## config.mk

```make
export PLATFORM = sky130hd
export DESIGN_NAME = vram_arbiter
export DESIGN_NICKNAME = d
export VERILOG_FILES = /design/src/rtl/vram_arbiter.sv
export SDC_FILE = /design/constraint.sdc
export NUM_CORES = 1
export LEC_CHECK = 0
export ABC_AREA = 1
export BUFFER_PORTS_ARGS = -buffer_cell sky130_fd_sc_hd__buf_2
export CAP_MARGIN = 20
export CORE_ASPECT_RATIO = 1.75
export CORE_UTILIZATION = 48
export DETAILED_ROUTE_END_ITERATION = 10
export GPL_TIMING_DRIVEN = 0
export PLACE_DENSITY = 0.81
export SLEW_MARGIN = 20
export SYNTH_ARGS = -nofsm -noshare
export SYNTH_HDL_FRONTEND = slang
export SYNTH_SLANG_ARGS = --single-unit
export TNS_END_PERCENT = 30
```

## constraint.sdc

```tcl
create_clock -name i_clk -period 2.5 [get_ports i_clk]
set_input_delay 0.375 -clock i_clk [delete_from_list [all_inputs] [get_ports i_clk]]
set_output_delay 0.375 -clock i_clk [all_outputs]
set_load 0.01 [all_outputs]
```

## src/rtl/vram_arbiter.sv

```systemverilog
// Single-port VRAM arbiter: display scan-out reads win by default, while a
// bounded streak of display grants guarantees the CPU a slot when it waits.
module vram_arbiter #(
  parameter int ADDR_W     = 32,
  parameter int DATA_W     = 8,
  parameter int MAX_STREAK = 4
) (
  input  logic              i_clk,
  input  logic              i_reset,
  input  logic              i_disp_req,
  input  logic [ADDR_W-1:0] i_disp_addr,
  output logic              o_disp_gnt,
  output logic              o_disp_rvalid,
  output logic [DATA_W-1:0] o_disp_rdata,
  input  logic              i_cpu_req,
  input  logic              i_cpu_we,
  input  logic [ADDR_W-1:0] i_cpu_addr,
  input  logic [DATA_W-1:0] i_cpu_wdata,
  output logic              o_cpu_gnt,
  output logic              o_cpu_rvalid,
  output logic [DATA_W-1:0] o_cpu_rdata,
  output logic [ADDR_W-1:0] o_mem_addr,
  output logic              o_mem_we,
  output logic [DATA_W-1:0] o_mem_wdata,
  input  logic [DATA_W-1:0] i_mem_rdata,
  output logic [31:0]       o_cpu_stall_cnt
);

  localparam int STREAK_W = $clog2(MAX_STREAK + 1);

  logic [STREAK_W-1:0] r_streak;
  logic                r_disp_rvalid;
  logic                r_cpu_rvalid;
  logic [ADDR_W-1:0]   r_last_addr;
  logic [31:0]         r_stall_cnt;

  logic w_cpu_forced;
  logic w_disp_gnt;
  logic w_cpu_gnt;
  logic w_stall;

  // NOTE: every combinational output gets a default first so no latch is inferred.
  always_comb begin
    w_disp_gnt   = 1'b0;
    w_cpu_gnt    = 1'b0;
    w_cpu_forced = (r_streak == STREAK_W'(MAX_STREAK));
    if (!i_reset) begin
      if (i_disp_req && !(i_cpu_req && w_cpu_forced)) begin
        w_disp_gnt = 1'b1;
      end else if (i_cpu_req) begin
        w_cpu_gnt = 1'b1;
      end
    end
  end

  assign w_stall = i_cpu_req & ~w_cpu_gnt & ~i_reset;

  assign o_disp_gnt   = w_disp_gnt;
  assign o_cpu_gnt    = w_cpu_gnt;
  assign o_mem_we     = w_cpu_gnt & i_cpu_we;
  assign o_mem_wdata  = i_cpu_wdata;
  assign o_mem_addr   = w_disp_gnt ? i_disp_addr :
                        w_cpu_gnt  ? i_cpu_addr  : r_last_addr;

  // Masking with reset keeps a read granted just before reset from ever surfacing.
  assign o_disp_rvalid   = r_disp_rvalid & ~i_reset;
  assign o_cpu_rvalid    = r_cpu_rvalid & ~i_reset;
  assign o_disp_rdata    = i_mem_rdata;
  assign o_cpu_rdata     = i_mem_rdata;
  assign o_cpu_stall_cnt = r_stall_cnt;

  // NOTE: sequential state uses non-blocking assignments so all registers update together.
  always_ff @(posedge i_clk) begin
    if (i_reset) begin
      r_streak      <= '0;
      r_disp_rvalid <= 1'b0;
      r_cpu_rvalid  <= 1'b0;
      r_stall_cnt   <= '0;
      r_last_addr   <= '0;
    end else begin
      r_disp_rvalid <= w_disp_gnt;
      r_cpu_rvalid  <= w_cpu_gnt & ~i_cpu_we;
      r_last_addr   <= o_mem_addr;
      if (!i_cpu_req || w_cpu_gnt) begin
        r_streak <= '0;
      end else if (w_disp_gnt) begin
        r_streak <= r_streak + 1'b1;
      end
      if (w_stall && (r_stall_cnt != 32'hFFFF_FFFF)) begin
        r_stall_cnt <= r_stall_cnt + 32'd1;
      end
    end
  end

endmodule

```

==> impl_results.md, run 1 <==
- VDD IR max: 0.000437 V
- 1st-iter DRT viols: approximately 150
- Ant diodes: 0
- Die footprint: roughly 9000 um2
- Sequential element share of the synthesized area: between 30% and 40%
- CORE AREA: 8260 um2
- H-tree depth: 3
- TritonRoute pass-1 iters: 4
- Gate power share: 13.9%
- Post-Syn Nets: around 700
- Final ANT Viol Nets: 0
- Pwr/cell area: 529 nW/um2
- RSZ-0062 raised after global routing: no
- IO Pins: roughly 180
- Longest Clk Path Bufs: 2
- Max stage delay on crit path: about 0.36 ns
- Post-synth top area cell: dfxtp_1
- Least-Margin Pin Slew: approximately 0.64 ns
- Max-cap viol count: 0
- Fillers: roughly 760
- Slew HR: between 50% and 60%
- Critical Path, Cell by Cell: inv_1 > ha_1 > nand3_1 > nand2_2 > nor2_4 > inv_1 > buf_2 > nand3_1 > nand3_1 > buf_2
- Clock Root Buffer: clkbuf_16
- WP data arrival: roughly 2.0 ns
- Post-synth EDFFs: 0
- Ys Warns: 0
- CTS clk-pin slew, worst paths: about 0.060 ns
- Synth unique cells: 31
- HP Class: primary input to flop
- Register Area: 1380 um2
- Die H: 124 um
- Status: finished, final reports clean
- Int Pwr: 0.00211 W
- Max Clock Skew: ~0.0057 ns
- Crit path buffers/inverters: 4
- Vias per cell: around 5.1
- Post-synthesis average cell area: 6.67 um2
- DR WL/cell: around 13 um
- Clock Sinks: between 60 and 70
- Initial Util: between 40% and 50%
- Total GRT Usage: a little over a quarter
- Largest net degree at the start of global routing: 20
- Synthesized flop and latch total: 69
- Critical setup path kind: flop to primary output
- Seq pwr share: about two fifths
- Post-synth ARST share: 0%
- Ranking of synthesized cells by area: dfxtp_1 34%, nand2_1 17%, nand3_1 8.6%
- Synthesized cell area: about 4100 um2
- Worst path required time: about 2.1 ns
- Area delta synth->final: 31.2%
- # rows: 44
- Most used cell, CP: nand3_1
- TritonCTS clock tree: done
- Final-report max-slew violation count: 0
- Via count: about 4500
- Final setup viols: 0
- Critical Path End Type: primary output
- Leakage power: around 2.5 nW
- CTS Buf Count: 9
- Routed wire length: about 12000 um
- First-pass GRT wire length: approximately 19000 um
- FMAX: around 0.43 GHz
- Post-synth top cells: 185 x nand2_1, 79 x nor2_1, 70 x nand3_1
- Mapped Cells: just over 600
- Most used DFF post-synth: dfxtp_1
- Hold Fails Final Rpt: 0
- Vias in the first global route: 4366
- P_sw: 0.000704 W
- Gr ovfl total: 0
- Proportion of layout cells with a drive suffix above 1: 32.8%
- Most frequent cell after synthesis: nand2_1
- Period utilization: around 94%
- Slowest-stage cell, CP: dfxtp_1
- Clk Latency, worst-skew pair: ~0.33 ns
- DRC: 0
- Top delay family on crit path: simple AND/OR/NAND/NOR gates
- Switch share: 25.0%
- Initial antenna violation count: 0
- Final #Nets: ~870
- Startpoint types: flop
- Crit-path max FO: 10
- Clock network power share: about 45%
- Die X: around 70 um
- Port buffer count: approximately 160
- Post-route setup TNS: 0 ns
- Gp weighted congestion: approximately 0.96
- Top cell type's share of synthesized area: 34.0%
- Multi-input gate area: approximately 2200 um2
- DPL Wire Length: 9560 um
- Post-layout util: about 65%
- Min cycle time layout: roughly 2.3 ns
-- state kept, by name, summed over array words and instances (netlist names) --
| name | cells |
|---|---|
| o_cpu_stall_cnt | 32 |
| r_streak | 3 |
| r_disp_rvalid | 1 |
| r_last_addr | 32 |
| r_cpu_rvalid | 1 |
-- metrics by stage --
stage | instance area (um2) | std cells | setup WS [ns] | hold WS [ns] | power, W
after global placement | 4980 | 862 | 0.235 | 0.430 | 0.00155
after global routing | 5330 | 878 | 0.0116 | 0.228 | 0.00293
after floorplan | 4060 | 609 | 0.584 | 0.417 | 0.00139
after CTS | 5310 | 878 | 0.0116 | 0.227 | 0.00283
final | 5330 | 878 | 0.161 | 0.232 | 0.00282
after detailed placement | 4980 | 862 | 0.183 | 0.462 | 0.00156
-- power groups by stage --
stage / clock, W / combinational, W / sequential [W]
floorplan: 0 / 0.000222 / 0.00117
global placement: 0 / 0.000377 / 0.00117
detailed placement: 0 / 0.000385 / 0.00117
CTS: 0.00129 / 0.000392 / 0.00115
global route: 0.00135 / 0.000434 / 0.00115
finish: 0.00128 / 0.000391 / 0.00115
-- per-layer routing --
layer  part of all wire, %  GRT usage, %
met4                   4.4          16.4
met3                   5.0          5.26
met2                    55          53.5
met1                    36          26.1
met5                     0             0
-- final cells by class --
type	count	share of cell area [%]
multi-input cells	457	42.0
flip-flops and latches	69	25.9
repair buffers	162	15.3
plain buffers	46	6.43
clock buffers	10	4.49
inverters	36	2.58
well taps	92	2.16
clock inverters	6	1.15
-- worst paths after layout --
path,cells past startpoint,slack [ns],startpoint,endpoint
worst max-delay path,10,0.16,r_streak[0]$_SDFFE_PP0P_,o_mem_addr[8]
worst min-delay path,2,0.23,i_cpu_we,r_cpu_rvalid$_SDFF_PP0_
worst max register to register,11,0.23,o_cpu_stall_cnt[0]$_SDFFE_PP0P_,o_cpu_stall_cnt[2]$_SDFFE_PP0P_
worst min register to register,1,0.47,r_streak[0]$_SDFFE_PP0P_,r_streak[0]$_SDFFE_PP0P_
-- repair_timing --
item                                    CTS  global route
pin swaps                                 1             1
endpoints found under the hold margin     0             0
endpoints found under the setup margin   23            30
cloned                                    0             0
resized for setup                        11             8
hold buffers                              0             0
setup buffers                             1             0
-- layout by cell type, fill, tap and decap left out, types with 4 or more instances in the layout --
cell / synthesis / layout
nor2_1: 79 / 79
clkbuf_16: 0 / 9
buf_6: 2 / 4
dfxtp_1: 69 / 69
nand4_1: 10 / 10
a21oi_2: 11 / 11
nand3_1: 70 / 70
buf_4: 24 / 28
a31oi_1: 26 / 26
clkbuf_1: 9 / 5
nor2_4: 4 / 5
a21oi_1: 23 / 23
and2_1: 6 / 6
inv_1: 32 / 32
buf_2: 9 / 165
xnor2_1: 7 / 7
nand2_1: 185 / 183
xor2_1: 8 / 8
nand2_2: 13 / 14
-- cell families after synthesis --
family,count (synthesis),synth area share [%]
xor+xnor,15,3.23
simple gates,376,41.0
compound gates,63,9.58
fa+ha+maj,3,0.924
buf+inv,83,11.3
flops,69,34.0
Power figures use the tool's default switching activity.
==> run 2: changes to the inputs <==
CAP_MARGIN = not set   (was 20)
CORE_UTILIZATION = 30   (was 48)
PLACE_DENSITY = not set   (was 0.81)
==> run 2 against run 1 <==
  * First-iteration DRC count decreased by 8.7%
  * Fmax increased by 0.98%
  * Final cell count increased by 9.1%
  * Count of clock-buffer cells in the layout increased by 1
  * Clock skew increased by 0.00066 ns
  * Utilization decreased by 22 points
==> impl_results.md, run 2 (synthesis gave the netlist of run 1 again) <==
- Status: finished, final reports clean
- Critical setup path kind: flop to primary output
- Gr ovfl total: 0
- Post-route setup TNS: 0 ns
- Crit path to: o_mem_addr[19]
- Pwr/cell area: between 500 and 600 nW/um2
- TritonCTS clock tree: done
- Largest net degree at the start of global routing: 13
- Vias in the first global route: about 4200
- Routed wire length: 12800 um
- Initial antenna violation count: 0
- Slew HR: between 40% and 50%
- IO Pins: 178
- Worst hold slack: between 0.2 and 0.25 ns
- Post-layout util: between 40% and 50%
- CTS Buf Count: 9
- 1st-iter DRT viols: approximately 140
- Max Clock Skew: between 0.006 and 0.007 ns
- Gp weighted congestion: between 0.9 and 1
- HP Class: primary input to flop
- DRC: 0
- Leakage power: about 2.5 nW
- Final #Nets: 870
- Crit. Startpoint: r_streak[0]$_SDFFE_PP0P_
- H-tree depth: 3
- FMAX: around 0.43 GHz
- Most frequent cells in the layout: 183 x nand2_1, 165 x buf_2, 79 x nor2_1
- Clock Root Buffer: clkbuf_16
- Cells after DPL: approximately 940
- RSZ-0062 raised after global routing: no
- DPL Wire Length: slightly above 10000 um
- Area delta synth->final: 35.5%
- Final setup viols: 0
- R2r worst-path depth: 11
- Ant diodes: 0
- Clock Sinks: 69
- Period utilization: 92.7%
- Proportion of layout cells with a drive suffix above 1: 33.2%
- Port buffer count: around 160
- TritonRoute pass-1 iters: 4
- Final-report max-slew violation count: 0
- WP data arrival: just under 2 ns
- Critical Path End Type: primary output
- Clk Latency, worst-skew pair: 0.33 ns
- Die X: approximately 90 um
- FF-to-FF setup slack: a little under 0.4 ns
- Die footprint: between 10000 and 15000 um2
- CORE AREA: 13100 um2
- Vias per cell: ~4.7
- Via count: approximately 4500
- Most common cell after layout, fill and taps aside: nand2_1
- Final ANT Viol Nets: 0
- Placed instance area: between 5000 and 6000 um2
- First-pass GRT wire length: 20300 um
- Worst R2R End: o_cpu_stall_cnt[23]$_SDFFE_PP0P_
- Min cycle time layout: around 2.3 ns
- Finished layout cell area: between 5000 and 6000 um2
- Final std cells w/o fill: between 900 and 1000
- Die H: between 150 and 200 um
- DR WL/cell: 13.4 um
- WHS Path Cells: 2
- Least-Margin Pin Slew: about 0.77 ns
- Worst path required time: 2.12 ns
- Reg2reg start: o_cpu_stall_cnt[0]$_SDFFE_PP0P_
- CTS clk-pin slew, worst paths: ~0.060 ns
- # rows: 55
- Initial Util: 31.1%
- Crit-path max FO: 10
- VDD IR max: around 0.00026 V
- Total GRT Usage: a little under a fifth
- Max-cap viol count: 0
- Longest Clk Path Bufs: 2
- Hold Fails Final Rpt: 0
- Startpoint types: flop
-- run 2: routing by layer --
layer,track usage [%],wire length (um)
met2,38.8,7230
met3,3.27,575
met5,0,0
met1,16.4,4570
met4,9.14,453
-- run 2: critical path, cell delays in order, from the launching register on --
cell,delay [ns]
dfxtp_2,0.34
inv_1,0.04
ha_1,0.18
nand3_1,0.11
nand2_2,0.11
nor2_4,0.17
buf_4,0.13
clkbuf_4,0.20
nand2_1,0.09
nand3_1,0.09
buf_2,0.14
-- run 2: final cells by class --
class | count | area, um2
Fill cell | 1460 | 7570
Inverter | 36 | 138
Timing Repair Buffer | 163 | 821
Clock buffer | 11 | 253
Sequential cell | 69 | 1380
Buffer | 46 | 352
Clock inverter | 5 | 106
Tap cell | 171 | 214
Multi-Input combinational cell | 457 | 2240
-- run 2: metrics by stage --
| stage | total power [W] | worst slack (ns) |
|---|---|---|
| floorplan | 0.00139 | 0.584 |
| global placement | 0.00157 | 0.0581 |
| detailed placement | 0.00157 | 0.0830 |
| CTS | 0.00313 | 0.0159 |
| global route | 0.00321 | 0.00368 |
| finish | 0.00308 | 0.183 |
-- run 2: worst min-delay path by stage --
stage,end,start
floorplan,r_streak[0]$_SDFFE_PP0P_,r_streak[0]$_SDFFE_PP0P_
global placement,r_streak[0]$_SDFFE_PP0P_,r_streak[0]$_SDFFE_PP0P_
detailed placement,r_streak[0]$_SDFFE_PP0P_,r_streak[0]$_SDFFE_PP0P_
CTS,r_cpu_rvalid$_SDFF_PP0_,i_cpu_we
global route,r_cpu_rvalid$_SDFF_PP0_,i_cpu_we
finish,r_cpu_rvalid$_SDFF_PP0_,i_cpu_we
-- run 2: what timing repair did --
action | 4_1_cts | 5_1_grt
hold buffers | 0 | 0
setup endpoints to repair | 28 | 30
resized for setup | 16 | 9
setup buffers | 2 | 0
pin swaps | 1 | 1
-- run 2: where the power goes --
group	leakage, nW	switching (W)	internal (W)
sequential	0.562	0.0000120	0.00114
combinational	1.80	0.000219	0.000182
clock	0.172	0.000503	0.00103
total	2.53	0.000734	0.00235
